## src/rtl/control_unit_gen_if.sv

```systemverilog
// Bus between the control FSM and the datapath: IR contents and status in,
// datapath control, debug state, illegal flag and retired count out.
interface control_unit_gen_if #(
    parameter int unsigned RAW  = 4,
    parameter int unsigned DAW  = 8,
    parameter int unsigned CNTW = 16
);
    localparam int unsigned IW = 4 + RAW + DAW;

    logic [IW-1:0]   data;
    logic            rf_ra_zero;
    logic            PC_clr;
    logic            PC_up;
    logic            PC_ld;
    logic [DAW-1:0]  PC_addr;
    logic            IR_ld;
    logic [DAW-1:0]  D_addr;
    logic            D_wr;
    logic [1:0]      RF_s;
    logic [DAW-1:0]  RF_imm;
    logic [RAW-1:0]  RF_W_addr;
    logic [RAW-1:0]  RF_Ra_addr;
    logic [RAW-1:0]  RF_Rb_addr;
    logic            RF_W_en;
    logic [2:0]      ALU_s0;
    logic            halted;
    logic            illegal;
    logic [CNTW-1:0] instr_count;
    logic [3:0]      CurrentState;
    logic [3:0]      NextState;

    modport master (
        input  data, rf_ra_zero,
        output PC_clr, PC_up, PC_ld, PC_addr, IR_ld, D_addr, D_wr, RF_s, RF_imm,
               RF_W_addr, RF_Ra_addr, RF_Rb_addr, RF_W_en, ALU_s0, halted, illegal,
               instr_count, CurrentState, NextState
    );

    modport slave (
        output data, rf_ra_zero,
        input  PC_clr, PC_up, PC_ld, PC_addr, IR_ld, D_addr, D_wr, RF_s, RF_imm,
               RF_W_addr, RF_Ra_addr, RF_Rb_addr, RF_W_en, ALU_s0, halted, illegal,
               instr_count, CurrentState, NextState
    );
endinterface

```

## src/rtl/control_unit_gen.sv

```systemverilog
// Fetch/decode/execute control FSM with load wait states, sticky illegal flag and
// saturating retired-instruction counter. Define CU_SINGLE_STEP_EN to gate FETCH on a step input.
module control_unit_gen #(
    parameter int unsigned RAW     = 4,
    parameter int unsigned DAW     = 8,
    parameter int unsigned MEM_LAT = 1,
    parameter int unsigned CNTW    = 16
) (
    input  logic               clk,
    input  logic               reset,
`ifdef CU_SINGLE_STEP_EN
    input  logic               step,
`endif
    control_unit_gen_if.master bus
);
    localparam int unsigned IW = 4 + RAW + DAW;
    localparam int unsigned WW = 4;

    typedef enum logic [3:0] {
        INIT   = 4'd0,
        FETCH  = 4'd1,
        DECODE = 4'd2,
        NOOP   = 4'd3,
        LOAD_A = 4'd4,
        LOAD_B = 4'd5,
        STORE  = 4'd6,
        ADD    = 4'd7,
        SUB    = 4'd8,
        HALT   = 4'd9,
        LOAD_W = 4'd10,
        LDI    = 4'd11,
        JPZ    = 4'd12
    } state_t;

    state_t          state;
    state_t          state_nxt;
    logic [WW-1:0]   wait_cnt;
    logic [WW-1:0]   wait_nxt;
    logic            illegal_q;
    logic            illegal_nxt;
    logic [CNTW-1:0] cnt_q;
    logic [CNTW-1:0] cnt_nxt;
    logic            retire;

    logic [3:0]      opcode;
    logic [RAW-1:0]  fld_a;
    logic [RAW-1:0]  fld_rb;
    logic [RAW-1:0]  fld_rd;
    logic [DAW-1:0]  fld_m;
    logic [DAW-1:0]  fld_k;

    // The A and ra fields occupy the same bits, so one slice serves both.
    assign opcode = bus.data[IW-1 -: 4];
    assign fld_a  = bus.data[IW-5 -: RAW];
    assign fld_rb = bus.data[DAW-1 -: RAW];
    assign fld_rd = bus.data[RAW-1:0];
    assign fld_m  = bus.data[DAW-1:0];
    assign fld_k  = bus.data[RAW +: DAW];

    always_ff @(posedge clk) begin
        if (reset) begin
            state     <= INIT;
            wait_cnt  <= '0;
            illegal_q <= 1'b0;
            cnt_q     <= '0;
        end else begin
            state     <= state_nxt;
            wait_cnt  <= wait_nxt;
            illegal_q <= illegal_nxt;
            cnt_q     <= cnt_nxt;
        end
    end

    always_comb begin
        state_nxt      = state;
        wait_nxt       = wait_cnt;
        illegal_nxt    = illegal_q;
        retire         = 1'b0;
        bus.PC_clr     = 1'b0;
        bus.PC_up      = 1'b0;
        bus.PC_ld      = 1'b0;
        bus.PC_addr    = '0;
        bus.IR_ld      = 1'b0;
        bus.D_addr     = '0;
        bus.D_wr       = 1'b0;
        bus.RF_s       = 2'd0;
        bus.RF_imm     = '0;
        bus.RF_W_addr  = '0;
        bus.RF_Ra_addr = '0;
        bus.RF_Rb_addr = '0;
        bus.RF_W_en    = 1'b0;
        bus.ALU_s0     = 3'd0;
        bus.halted     = 1'b0;

        case (state)
            INIT: begin
                bus.PC_clr = 1'b1;
                state_nxt  = FETCH;
            end
            FETCH: begin
`ifdef CU_SINGLE_STEP_EN
                if (step) begin
                    bus.PC_up = 1'b1;
                    bus.IR_ld = 1'b1;
                    state_nxt = DECODE;
                end
`else
                bus.PC_up = 1'b1;
                bus.IR_ld = 1'b1;
                state_nxt = DECODE;
`endif
            end
            DECODE: begin
                case (opcode)
                    4'd0:    state_nxt = NOOP;
                    4'd1:    state_nxt = STORE;
                    4'd2:    state_nxt = LOAD_A;
                    4'd3:    state_nxt = ADD;
                    4'd4:    state_nxt = SUB;
                    4'd5:    state_nxt = HALT;
                    4'd6:    state_nxt = LDI;
                    4'd7:    state_nxt = JPZ;
                    default: begin
                        state_nxt   = HALT;
                        illegal_nxt = 1'b1;
                    end
                endcase
            end
            NOOP: begin
                retire    = 1'b1;
                state_nxt = FETCH;
            end
            STORE: begin
                bus.D_addr     = fld_m;
                bus.RF_Ra_addr = fld_a;
                bus.D_wr       = 1'b1;
                retire         = 1'b1;
                state_nxt      = FETCH;
            end
            LOAD_A: begin
                bus.D_addr = fld_k;
                bus.RF_s   = 2'd1;
                if (MEM_LAT == 0) begin
                    state_nxt = LOAD_B;
                end else begin
                    wait_nxt  = WW'(1);
                    state_nxt = LOAD_W;
                end
            end
            // wait_cnt numbers the LOAD_W cycles 1..MEM_LAT
            LOAD_W: begin
                bus.D_addr = fld_k;
                bus.RF_s   = 2'd1;
                if (wait_cnt >= WW'(MEM_LAT)) begin
                    state_nxt = LOAD_B;
                end else begin
                    wait_nxt = wait_cnt + WW'(1);
                end
            end
            LOAD_B: begin
                bus.D_addr    = fld_k;
                bus.RF_s      = 2'd1;
                bus.RF_W_addr = fld_rd;
                bus.RF_W_en   = 1'b1;
                retire        = 1'b1;
                state_nxt     = FETCH;
            end
            ADD, SUB: begin
                bus.RF_Ra_addr = fld_a;
                bus.RF_Rb_addr = fld_rb;
                bus.RF_W_addr  = fld_rd;
                bus.RF_W_en    = 1'b1;
                bus.ALU_s0     = (state == ADD) ? 3'd1 : 3'd2;
                retire         = 1'b1;
                state_nxt      = FETCH;
            end
            LDI: begin
                bus.RF_imm    = fld_k;
                bus.RF_s      = 2'd2;
                bus.RF_W_addr = fld_rd;
                bus.RF_W_en   = 1'b1;
                retire        = 1'b1;
                state_nxt     = FETCH;
            end
            JPZ: begin
                bus.RF_Ra_addr = fld_a;
                bus.PC_addr    = fld_m;
                bus.PC_ld      = bus.rf_ra_zero;
                retire         = 1'b1;
                state_nxt      = FETCH;
            end
            HALT: begin
                bus.halted = 1'b1;
            end
            default: state_nxt = INIT;
        endcase

        cnt_nxt = cnt_q;
        if (retire && (cnt_q != '1)) begin
            cnt_nxt = cnt_q + CNTW'(1);
        end
    end

    assign bus.CurrentState = state;
    assign bus.NextState    = state_nxt;
    assign bus.illegal      = illegal_q;
    assign bus.instr_count  = cnt_q;
endmodule

```

## src/flat_wrapper.sv

```systemverilog
// flat-port wrapper written by rule: the top's interface ports become plain ports
module control_unit_gen_flat 
#(
    parameter int unsigned RAW     = 4,
    parameter int unsigned DAW     = 8,
    parameter int unsigned MEM_LAT = 1,
    parameter int unsigned CNTW    = 16
)
  (clk, reset, bus_data, bus_rf_ra_zero, bus_PC_clr, bus_PC_up, bus_PC_ld, bus_PC_addr, bus_IR_ld, bus_D_addr, bus_D_wr, bus_RF_s, bus_RF_imm, bus_RF_W_addr, bus_RF_Ra_addr, bus_RF_Rb_addr, bus_RF_W_en, bus_ALU_s0, bus_halted, bus_illegal, bus_instr_count, bus_CurrentState, bus_NextState);
  control_unit_gen_if #(.RAW(RAW), .DAW(DAW), .CNTW(CNTW)) bus_i ();
  input  logic clk;
  input  logic reset;
  input wire logic [$bits(bus_i.data)-1:0] bus_data;
  input wire logic [$bits(bus_i.rf_ra_zero)-1:0] bus_rf_ra_zero;
  output wire logic [$bits(bus_i.PC_clr)-1:0] bus_PC_clr;
  output wire logic [$bits(bus_i.PC_up)-1:0] bus_PC_up;
  output wire logic [$bits(bus_i.PC_ld)-1:0] bus_PC_ld;
  output wire logic [$bits(bus_i.PC_addr)-1:0] bus_PC_addr;
  output wire logic [$bits(bus_i.IR_ld)-1:0] bus_IR_ld;
  output wire logic [$bits(bus_i.D_addr)-1:0] bus_D_addr;
  output wire logic [$bits(bus_i.D_wr)-1:0] bus_D_wr;
  output wire logic [$bits(bus_i.RF_s)-1:0] bus_RF_s;
  output wire logic [$bits(bus_i.RF_imm)-1:0] bus_RF_imm;
  output wire logic [$bits(bus_i.RF_W_addr)-1:0] bus_RF_W_addr;
  output wire logic [$bits(bus_i.RF_Ra_addr)-1:0] bus_RF_Ra_addr;
  output wire logic [$bits(bus_i.RF_Rb_addr)-1:0] bus_RF_Rb_addr;
  output wire logic [$bits(bus_i.RF_W_en)-1:0] bus_RF_W_en;
  output wire logic [$bits(bus_i.ALU_s0)-1:0] bus_ALU_s0;
  output wire logic [$bits(bus_i.halted)-1:0] bus_halted;
  output wire logic [$bits(bus_i.illegal)-1:0] bus_illegal;
  output wire logic [$bits(bus_i.instr_count)-1:0] bus_instr_count;
  output wire logic [$bits(bus_i.CurrentState)-1:0] bus_CurrentState;
  output wire logic [$bits(bus_i.NextState)-1:0] bus_NextState;
  assign bus_i.data = bus_data;
  assign bus_i.rf_ra_zero = bus_rf_ra_zero;
  assign bus_PC_clr = bus_i.PC_clr;
  assign bus_PC_up = bus_i.PC_up;
  assign bus_PC_ld = bus_i.PC_ld;
  assign bus_PC_addr = bus_i.PC_addr;
  assign bus_IR_ld = bus_i.IR_ld;
  assign bus_D_addr = bus_i.D_addr;
  assign bus_D_wr = bus_i.D_wr;
  assign bus_RF_s = bus_i.RF_s;
  assign bus_RF_imm = bus_i.RF_imm;
  assign bus_RF_W_addr = bus_i.RF_W_addr;
  assign bus_RF_Ra_addr = bus_i.RF_Ra_addr;
  assign bus_RF_Rb_addr = bus_i.RF_Rb_addr;
  assign bus_RF_W_en = bus_i.RF_W_en;
  assign bus_ALU_s0 = bus_i.ALU_s0;
  assign bus_halted = bus_i.halted;
  assign bus_illegal = bus_i.illegal;
  assign bus_instr_count = bus_i.instr_count;
  assign bus_CurrentState = bus_i.CurrentState;
  assign bus_NextState = bus_i.NextState;
  control_unit_gen #(.RAW(RAW), .DAW(DAW), .MEM_LAT(MEM_LAT), .CNTW(CNTW)) u_core (.clk(clk), .reset(reset), .bus(bus_i));
endmodule
```

## config.mk

```make
export PLATFORM = sky130hd
export DESIGN_NAME = control_unit_gen_flat
export DESIGN_NICKNAME = d
export VERILOG_FILES = /design/src/rtl/control_unit_gen_if.sv /design/src/rtl/control_unit_gen.sv /design/src/flat_wrapper.sv
export SDC_FILE = /design/constraint.sdc
export NUM_CORES = 1
export LEC_CHECK = 0
export ABC_AREA = 0
export CORE_MARGIN = 2
export CORE_UTILIZATION = 39
export DETAILED_ROUTE_END_ITERATION = 7
export DONT_BUFFER_PORTS = 1
export GPL_TIMING_DRIVEN = 0
export HOLD_SLACK_MARGIN = 0.08
export PLACE_DENSITY = 0.58
export SLEW_MARGIN = 30
export SYNTH_ARGS = -nofsm -noshare
export SYNTH_HDL_FRONTEND = slang
export SYNTH_SLANG_ARGS = --single-unit
```

## constraint.sdc

```tcl
create_clock -name clk -period 3 [get_ports clk]
set_input_delay 0.45 -clock clk [delete_from_list [all_inputs] [get_ports clk]]
set_output_delay 0.45 -clock clk [all_outputs]
set_load 0.1 [all_outputs]
```

# ---- Word-level counts from Yosys, hierarchy flattened
# Cells that the tools add are included.
dict set report op_classes {
  eq_ne 21
  mux 21
  reduce_logical 13
  n_addsub 2
  n_lt_le_gt_ge 1
  n_bitwise 1
}
# operator n
set ops {}
lappend ops {{$eq 4x3->1 const B} 8}
lappend ops {{$pmux 4 s7} 1}
lappend ops {{$pmux 4 s6} 1}
lappend ops {{$eq 4x4->1 const B} 5}
lappend ops {{$mux 4} 5}
lappend ops {{$add 16x1->16 const B} 1}
lappend ops {{$eq 4x2->1 const B} 4}
lappend ops {{$mux 8} 2}
lappend ops {{$ne 16x16->1 const B} 1}
lappend ops {{$pmux 8 s2} 1}
lappend ops {{$reduce_or 8->1} 2}
lappend ops {{$eq 4x1->1 const B} 2}
lappend ops {{$logic_not 4->1} 2}
lappend ops {{$pmux 4 s2} 1}
lappend ops {{$reduce_or 4->1} 2}
lappend ops {{$mux 1} 7}
lappend ops {{$reduce_or 7->1} 1}
lappend ops {{$add 4x1->4 const B} 1}
lappend ops {{$ge 4x1->1 const B} 1}
lappend ops {{$pmux 2 s2} 1}
lappend ops {{$reduce_and 2->1} 2}
lappend ops {{$mux 3} 1}
lappend ops {{$reduce_or 3->1} 1}
lappend ops {{$mux 2} 1}
lappend ops {{5 further kinds} 5}
dict set report word_totals {
  regBits 25
  word_cells 63
  input_bits 19
  out_inout_bits 73
}

# ---- Logic depth before layout (Yosys ltp)
dict set report depth {
  word_depth 4
  mapped_depth 7
  mapped_depth_nobuf 6
}

# ---- Worst setup path before layout
# No wires, ideal clock.
dict set report synth_path {
  kind {reg-to-output}
  startpoint {register u_core.state[3], in the netlist u_core.bus.CurrentState[3]}
  endpoint {output port bus_RF_W_addr[0]}
  setup_slack_ps -2078
  arrival_time_ps 4628
  path_stages_with_launch 5
  path_buffers 0
  t_required_ps 2550
  cell_sequence {dfxtp_1 > nor2b_1 > a21oi_1 > o21ai_0 > and2_1}
}
dict set report synth_between {
  elab_chain_cells 3
  elab_cells_between_ends 6
  cone_classes {4 x eq/ne; 1 x mux; 1 x reduce/logical}
}
# item line_no
set synth_rtl {}
lappend synth_rtl {{start, declared} control_unit_gen.sv:35} ;# state_t state;
lappend synth_rtl {{start signal, assigned} control_unit_gen.sv:67} ;# state <= state_nxt;
lappend synth_rtl {{$eq 4x3->1 or $eq 4x4->1 (tied branches)} control_unit_gen.sv:95} ;# case (state)
lappend synth_rtl {{$reduce_or 4->1 (no line) (*)} n/a}
lappend synth_rtl {{$mux 4 (*)} control_unit_gen.sv:95}
lappend synth_rtl {{end, declared} flat_wrapper.sv:24} ;# output wire logic [$bits(bus_i.RF_W_addr)-1:0] bus_RF_W_addr;
# Every way passes the cells marked *; elsewhere a longest branch is shown, timed or not.

# ---- Final worst setup path
dict set report layout_path {
  startpoint {register u_core.state[3], in the netlist u_core.bus.CurrentState[3]}
  endpoint {output port bus_RF_W_addr[3]}
}
# The elaborated chain is that of the path after synthesis.

==> flow_metrics.env <==
export IMPL_initialDrtViolationCount=69
export IMPL_hold_viol=0
export IMPL_muxShareOfSynthArea=0.0298
export IMPL_critPathCaptureType="primary output"
export IMPL_die_w_um=72.8
export IMPL_path_class="flop to primary output"
export IMPL_ys_async_sr_fraction=0
export IMPL_drc=0
export IMPL_synth_adder_area_share=0.0325
export IMPL_rsz0062_at_grt="true"
export IMPL_p_leak_nw=0.889
export IMPL_maxCapViolCount=0
export IMPL_ys_flop_type="dfxtp_1"
export IMPL_switching_power_uw=607
export IMPL_critPathSlowestCell="o21ai_4"
export IMPL_row_count=25
export IMPL_synth_top_family_by_area="simple AND/OR/NAND/NOR gates"
export IMPL_synthSimpleGateAreaFrac=0.372
export IMPL_clk_pin_slew_worst_paths_ns=0.09
export IMPL_post_cts_buffers=0
export IMPL_power_internal_uw=541
export IMPL_grt_use_total=0.186
export IMPL_core_area_sq_mm=0.00463
export IMPL_fin_skew_ns=0.00822
export IMPL_fmax_mhz=339
export IMPL_post_route_period_util=0.985
export IMPL_seqPwrFrac=0.385
export IMPL_ctsRootBufferMaster="clkbuf_8"
export IMPL_nets=258
export IMPL_antenna_found_initial=0
export IMPL_multi_input_area_sq_mm=0.00144
export IMPL_vias=1719
export IMPL_synth_cell_types=58
export IMPL_syn_area_sq_mm=0.00185
export IMPL_sw_frac_of_total=0.529
export IMPL_synth_edf_count=0
export IMPL_viasPerCell=5.97
export IMPL_synth_compound_area_frac=0.216
export IMPL_powerDensity_mw_per_mm2=517
export IMPL_ios=92
export IMPL_ir_drop_mv=0.450
export IMPL_die_area_sq_mm=0.00530
export IMPL_cp_max_fo=8
export IMPL_dpl_hpwl_um=3800
export IMPL_yosysMostFrequentCell="and2_1"
export IMPL_synthTopCellsByCount="and2_1, dfxtp_1, nor2_1"
export IMPL_final_antenna_net_count=0
export IMPL_holdBufCountCts=0
export IMPL_cts_buffer_depth=2
export IMPL_synth_xor_area_share=0.0190
export IMPL_grt_max_degree=16
export IMPL_detail_route_wl_per_cell_um=17.4
export IMPL_critPathArrivalTime_ns=2.50
export IMPL_ctsHtreeMaxLevel=1
export IMPL_placed_area_sq_mm=0.00204
export IMPL_critPathLaunchType="flop"
export IMPL_ys_ff_latch=25
export IMPL_cts_made_buffers=3
export IMPL_area_delta_synth_final_pct=20.3
export IMPL_synth_largest_area_cell="dfxtp_1"
export IMPL_finalInstanceArea_sq_mm=0.00222
export IMPL_n_antenna_cell=0
export IMPL_status="finished, final reports clean"
export IMPL_drive_above_1_share=0.389
export IMPL_yosys_top_cells_area="dfxtp_1, and2_1, a22o_1"
export IMPL_io_buffers=0
export IMPL_grt_pass1_wl_um=7710
export IMPL_place_congestion=0.742
export IMPL_overflow=0
export IMPL_max_slew_margin_rel=0.315
export IMPL_hold_class="primary input to flop"
export IMPL_synthCells=227
export IMPL_start_util=0.399
export IMPL_grt_pass1_vias=1542
export IMPL_max_stage_delay_ns=0.64
export IMPL_fin_tns_setup_ns=0
export IMPL_cts_sinks=25
export IMPL_nFillCells=460
export IMPL_power_share_clock=0.178
export IMPL_routed_wl_um=5020
export IMPL_avgSynthCellArea_sq_um=8.14
export IMPL_cts_tree="built"
export IMPL_seq_area_frac_synth=0.271
export IMPL_first_pass_iters=4
export IMPL_synth_nets=250
export IMPL_worst_skew_pair_late_latency_ns=0.27
export IMPL_synth_top_area_frac=0.271
export IMPL_yosys_warnings=0
export IMPL_setup_viol=0
export IMPL_register_area_sq_um=534
export IMPL_drv_slew=0
export IMPL_comb_power_share=0.437
export IMPL_crit_required_ns=2.55
export IMPL_tightest_slew_ns=1.03
export IMPL_path_cells="nor2b_1 > a21oi_1 > o21ai_4 > and2_2"
export IMPL_die_h_um=72.8
export IMPL_fin_crit_ns=2.95
per-stage QoR:
stage | hold WS, ns | util | std cells | power (mW) | setup slack, ns
6_report | 0.394 | 0.480 | 288 | 1.15 | 0.0465
5_1_grt | 0.400 | 0.480 | 288 | 1.20 | -0.0329
4_1_cts | 0.395 | 0.475 | 288 | 1.16 | -0.0187
3_5_place_dp | 0.495 | 0.441 | 282 | 0.939 | -0.132
3_3_place_gp | 0.487 | 0.431 | 281 | 0.914 | -0.0681
2_1_floorplan | 0.471 | - | 227 | 0.880 | 0.0393
cells by family (layout without fill, tap and decap cells):
group,after synthesis,in the layout
buf+inv,22,27
other cells,1,1
fa+ha+maj,5,5
compound gates,51,51
mux,5,5
xor+xnor,4,4
simple gates,114,116
flops,25,25
per-layer routing:
metal  global-route usage  vias up  routed length (um)
met1                0.221      815                2130
met5                    0        -                   0
met4               0.0432        0                  29
li1                     -      833                   -
met3               0.0387        2                 334
met2                0.341       69                2530
worst paths after layout:
check / endpoint / slack [ns] / depth (start not counted) / startpoint
worst max-delay path: bus_RF_W_addr[3] / 0.05 / 4 / u_core.bus.CurrentState[3]
worst min-delay path: u_core.bus.illegal / 0.39 / 2 / bus_data[15]
worst max register to register: u_core.bus.instr_count[4] / 0.28 / 6 / u_core.bus.instr_count[1]
worst min register to register: u_core.wait_cnt[3] / 0.52 / 1 / u_core.wait_cnt[3]
cells in the final DEF (no fill, tap or decap), types with 3 or more instances in the layout:
master	count
a311oi_1	4
a22o_4	8
or3_1	5
dfxtp_4	4
a31oi_1	5
clkbuf_8	3
nand4_1	3
nand3_1	6
dfxtp_1	6
nor2b_1	8
a21oi_1	10
dfxtp_2	15
buf_4	4
inv_1	8
nand2_1	7
clkbuf_1	4
and3_1	6
ha_1	4
and2_1	10
o21ai_0	5
xnor2_1	4
nor2_4	5
and2_4	7
mux2_1	4
buf_2	3
nor3_1	3
and2_2	13
nor2_1	16
critical path, delay by kind of cell (launching register included):
| kind | cells | cell delay [ns] |
|---|---|---|
| flip-flops | 1 | 0.59 |
| AND/OR/NAND/NOR | 2 | 0.87 |
| AO/OA/AOI/OAI | 2 | 0.77 |
power groups by stage:
stage               logic, mW  registers (mW)  clock network, mW
floorplan               0.436           0.444                  0
global placement        0.465           0.449                  0
detailed placement      0.489           0.450                  0
CTS                     0.503           0.442              0.215
global route            0.523           0.445              0.229
finish                  0.502           0.442              0.205
registers in the layout, indices dropped and copies added, names as in the netlist:
signal                   cells
u_core.wait_cnt              4
u_core.bus.instr_count      16
u_core.bus.illegal           1
u_core.bus.CurrentState      4
repair_timing:
item,CTS,global route
setup endpoints to repair,38,11
gates resized for setup,27,4
cloned,2,0
pin swaps,4,7
layout make-up:
cell class | count | area share
multi-input combinational | 182 | 0.650
sequential | 25 | 0.241
buffer | 12 | 0.0321
tap | 54 | 0.0304
clock buffer | 3 | 0.0186
inverter | 10 | 0.0186
timing repair buffer | 1 | 0.00676
clock inverter | 1 | 0.00338
No activity file was read; power rests on OpenSTA's default activity.
